==> src/rtl/gcd_engine.sv <==
// gcd_engine: iterative GCD core, one step per clock, using either subtractive Euclid or binary (Stein).
module gcd_engine #(
  parameter int WIDTH = 8,
  parameter int CW = 16
) (
  input  logic             clk,
  input  logic             nrst,
  input  logic             start,
  input  logic             mode,
  input  logic [WIDTH-1:0] ina,
  input  logic [WIDTH-1:0] inb,
  output logic             ready,
  output logic             done,
  output logic [WIDTH-1:0] out,
  output logic             err,
  output logic [CW-1:0]    cycles
);
  localparam int KW = $clog2(WIDTH);
  typedef enum logic {IDLE, RUN} state_t;
  state_t state, state_n;
  logic [WIDTH-1:0] a, b, a_n, b_n, res;
  logic [KW-1:0] k, k_n;
  logic [CW-1:0] cnt, cnt_inc;
  logic m, fin, commit;
  assign ready = state == IDLE;
  always_comb begin
    state_n = state;
    a_n = a;
    b_n = b;
    k_n = k;
    cnt_inc = &cnt ? cnt : cnt + CW'(1);
    fin = a == '0 || b == '0 || a == b;
    commit = state == RUN && fin;
    res = a == '0 ? b << k : a << k;
    if (state == IDLE) begin
      if (start) begin
        state_n = RUN;
        a_n = ina;
        b_n = inb;
        k_n = '0;
      end
    end else if (fin) state_n = IDLE;
    else if (!m) begin
      a_n = a < b ? b : a - b;
      b_n = a < b ? a : b;
    end else if (!a[0] && !b[0]) begin
      // common factors of two are stripped here and restored on commit
      a_n = a >> 1;
      b_n = b >> 1;
      k_n = k + KW'(1);
    end else if (!a[0]) a_n = a >> 1;
    else if (!b[0]) b_n = b >> 1;
    else if (a > b) a_n = (a - b) >> 1;
    else b_n = (b - a) >> 1;
  end
  always_ff @(posedge clk or negedge nrst) begin
    if (!nrst) begin
      state  <= IDLE;
      a      <= '0;
      b      <= '0;
      k      <= '0;
      m      <= 1'b0;
      cnt    <= '0;
      done   <= 1'b0;
      out    <= '0;
      err    <= 1'b0;
      cycles <= '0;
    end else begin
      state <= state_n;
      a     <= a_n;
      b     <= b_n;
      k     <= k_n;
      m     <= (state == IDLE && start) ? mode : m;
      cnt   <= state == IDLE ? '0 : cnt_inc;
      done  <= commit;
      if (commit) begin
        out    <= res;
        err    <= a == '0 && b == '0;
        cycles <= cnt_inc;
      end
    end
  end
endmodule

==> config.mk <==
export PLATFORM = sky130hd
export DESIGN_NAME = gcd_engine
export DESIGN_NICKNAME = d
export VERILOG_FILES = /design/src/rtl/gcd_engine.sv
export SDC_FILE = /design/constraint.sdc
export NUM_CORES = 1
export LEC_CHECK = 0
export ABC_AREA = 1
export BUFFER_PORTS_ARGS = -buffer_cell sky130_fd_sc_hd__buf_4
export CAP_MARGIN = 40
export CELL_PAD_IN_SITES_DETAIL_PLACEMENT = 1
export CELL_PAD_IN_SITES_GLOBAL_PLACEMENT = 2
export CORE_MARGIN = 1
export CORE_UTILIZATION = 30
export CTS_BUF_LIST = sky130_fd_sc_hd__clkbuf_16
export CTS_CLUSTER_SIZE = 16
export DETAILED_ROUTE_END_ITERATION = 7
export PLACE_DENSITY = 0.69
export SYNTH_ARGS = -nofsm -noshare
export SYNTH_HDL_FRONTEND = slang
export SYNTH_SLANG_ARGS = --single-unit
==> constraint.sdc <==
create_clock -name clk -period 2.8 [get_ports clk]
set_input_delay 0.14 -clock clk [delete_from_list [all_inputs] [get_ports clk]]
set_output_delay 0.14 -clock clk [all_outputs]
set_load 0.02 [all_outputs]
==> flow_summary_export.csv <==
group,metric,value,unit
outcome,status,"completed",
grt,antenna_found_initial,0,
sta,final.setup.tns,0,ns
floorplanning,die_area,0.0153,sq mm
placed_design,io_buffers,46,
yosys,ys_top_cells_by_area,"dfrtp_1 (35%), nand2_1 (16%), nor2_1 (5.8%)",
setup_path,critical_path_required,3.03,ns
sta,slew_viol_final,0,
yosys,synth-seq-cells,63,
yosys,ys.flop_type,"dfrtp_1",
grt,grt-ovfl-total,0,
drt,via_per_inst,4.97,
setup_path,cp_max_fo,11,
sta,worst_slew_pin_slew,0.605,ns
clock_tree,cts_resized,0,
yosys,syn_area_per_cell,6.95,sq um
power_and_ir_drop,power_per_cell_area,1410,mW/mm^2
floorplanning,initial_utilization,0.306,
sta,skew,0.00673,ns
sta,setup_viol,0,
sta,fmax,0.403,GHz
sta,max-slew-margin-rel,0.595,
setup_path,path_cells,"inv_1, fa_1, inv_1, nand3_1, nand2_1, nand2_1, nand2_4, nand2_2, nand2_2, nand2_2, nor2_4, nand3_1, nand2_1, inv_1",
finish,layout.nets,747,
clock_tree,numCtsBuffers,9,
finish,fillers,1853,
setup_path,critPathSlowestCell,"fa_1",
setup_path,max_stage_delay,0.48,ns
yosys,syn_nets,682,
floorplanning,fp.dieW,124,um
yosys,yosys.area_share.xor_xnor,0.0256,
floorplanning,core,0.0145,sq mm
yosys,synth_top_family_by_area,"simple AND/OR/NAND/NOR gates",
sta,fin_ws,0.317,ns
yosys,synth_top_area_frac,0.354,
finish,drive_above_1_share,0.160,
clock_tree,clk_pin_slew,0.06,ns
floorplanning,fp-row-count,44,
grt,grt_pass1_wl,24.6,mm
power_and_ir_drop,vdd_drop_max,0.000466,V
yosys,ys_top_cells_by_count,"nand2_1 (194), nor2_1 (69), inv_1 (68)",
clock_tree,insertion_delay,0.34,ns
drt,routed_wl,15.2,mm
drt,first_pass_iters,4,
setup_path,cp.arrival,2.71,ns
worst_hold_path,worstHoldPathCells,3,
sta,rsz0062_at_grt,"false",
yosys,synth-edff-count,0,
yosys,synth.yosys.seq_area_share,0.354,
yosys,synthSimpleGateAreaFrac,0.338,
clock_tree,clock_sinks,63,
grt,met2_usage,0.371,
finish,diodes,0,
drt,avgRoutedWirePerCell,17.0,um
power_and_ir_drop,leakage,0.00285,uW
drt,drc,0,
yosys,yosys.area.top_type,"dfrtp_1",
setup_path,start_kind,"flip-flop",
grt,first_global_vias,4608,
grt,use_met1,0.271,
placed_design,gp_congestion,0.899,
yosys,synthArstFlopShare,1.00,
finish,syn_to_final_growth,22.3,%
clock_tree,cts-root-buf,"clkbuf_16",
placed_design,dp_slack,0.270,ns
yosys,yosysWarnings,0,
floorplanning,io_pins,47,
yosys,synth-adder-area-share,0.0624,
setup_path,crit_type,"reg2reg",
clock_tree,cts_tree,"built",
clock_tree,cts_buffer_depth,2,
setup_path,rr_worst_depth,14,
yosys,synthMuxAreaShare,0,
yosys,synth_compound_area_frac,0.134,
sta,fin_crit_sh,0.887,
grt,grt_max_degree,50,
yosys,ys_types,46,
yosys,syn_area,0.00445,sq mm
drt,antenna_left,0,
worst_hold_path,hold_path_class,"in2reg",
setup_path,setup.worst_path.end_class,"flip-flop",
sta,layout_min_cycle_time,2.48,ns
grt,met3_usage,0.0311,
grt,track_usage,0.215,
clock_tree,cts_max_level,3,
grt,grt.busiest_layer,"met2",
yosys,netlist_instances,641,
drt,drtIter0Drc,241,
run,drv_cap,0,
setup_path,rrSetupSlack,0.32,ns
floorplanning,die_y,124,um
placed_design,dp_hpwl,12.0,mm
yosys,yosysMostFrequentCell,"nand2_1",
sta,hold_viol_final,0,
drt,vias,4452,
[path summary, 6_finish.rpt]
check                                       start                endpoint
max reg2reg                      a[1]$_DFFE_PN0P_        a[5]$_DFFE_PN0P_
min                                          mode           m$_DFFE_PN0P_
min reg2reg                cycles[11]$_DFFE_PN0P_  cycles[11]$_DFFE_PN0P_
max                              a[1]$_DFFE_PN0P_        a[5]$_DFFE_PN0P_
max in group asynchronous                    nrst  cycles[15]$_DFFE_PN0P_
min in group asynchronous                    nrst        k[2]$_DFFE_PN0P_
[critical path: cells and delay by family, from the launching register on]
kind / cells / cell delay, ns
and+or+nand+nor: 10 / 1.14
adders and majority gates: 1 / 0.48
DFF: 1 / 0.43
buffers and inverters: 3 / 0.30
[cells in the final DEF (no fill, tap or decap), drive strengths merged]
| master | instances |
|---|---|
| nand2 | 201 |
| nor2 | 76 |
| inv | 75 |
| buf | 69 |
| dfrtp | 63 |
| a21oi | 49 |
| nand3 | 49 |
| o21ai | 33 |
| ha | 19 |
| nand4 | 14 |
| xor2 | 10 |
| clkbuf | 9 |
| a21o | 6 |
| clkinv | 6 |
| nor3 | 4 |
| a31oi | 3 |
| xnor2 | 3 |
| o31ai | 3 |
| o211ai | 2 |
| a22o | 2 |
| fa | 2 |
| bufinv | 2 |
| or2 | 2 |
| a21boi | 2 |
| nor4 | 1 |
| and2 | 1 |
| a31o | 1 |
| nand3b | 1 |
| o21a | 1 |
| a22oi | 1 |
| dlygate4sd3 | 1 |
[per-layer routing]
metal | share of wire | up-vias
li1 | - | 2196
met1 | 0.46 | 2168
met2 | 0.49 | 70
met3 | 0.026 | 18
met4 | 0.021 | 0
met5 | 0 | -
[cell families after synthesis]
family | count (synthesis)
flip-flops | 63
adder cells (fa/ha/maj) | 21
buffers and inverters | 92
XOR/XNOR | 13
AO/OA/AOI/OAI | 103
AND/OR/NAND/NOR | 349
[layout make-up]
| class | count | area [sq um] | share of cell area |
|---|---|---|---|
| multi-input cells | 486 | 2490 | 0.458 |
| flip-flops and latches | 63 | 1580 | 0.289 |
| repair buffers | 70 | 548 | 0.101 |
| inverters | 76 | 285 | 0.0524 |
| well taps | 184 | 230 | 0.0423 |
| clock buffers | 9 | 225 | 0.0414 |
| clock inverters | 7 | 87.6 | 0.0161 |
[what timing repair did]
item / 4_1_cts / 5_1_grt
endpoints found under the hold margin: 22 / 0
hold buffers: 1 / 0
buffers inserted: 0 / 5
endpoints found under the setup margin: 0 / 4
[per-stage QoR]
| step | utilization | std cells | power [uW] | hold WS, ns | cell area, sq um |
|---|---|---|---|---|---|
| after CTS | 0.372 | 890 | 7590 | 0.0492 | 5410 |
| after floorplan | - | 641 | 4760 | -0.156 | 4450 |
| final | 0.375 | 895 | 7660 | 0.0607 | 5450 |
| after detailed placement | 0.350 | 873 | 6350 | 0.0395 | 5090 |
| after global placement | 0.348 | 872 | 6270 | 0.305 | 5060 |
| after global routing | 0.375 | 895 | 8380 | 0.0926 | 5450 |
[where the power goes]
| group | internal [uW] | switching, uW | leakage [uW] |
|---|---|---|---|
| Combinational | 1710 | 3200 | 0.00188 |
| Sequential | 1200 | 362 | 0.000815 |
| Clock | 774 | 420 | 0.000161 |
| Total | 3680 | 3980 | 0.00285 |
[flip-flops by register name (all words and copies together) (netlist names)]
name	cells
a	8
b	8
cnt	16
cycles	16
done	1
err	1
k	3
m	1
out	8
state	1
Note: power is estimated with default switching activity, not from simulation.
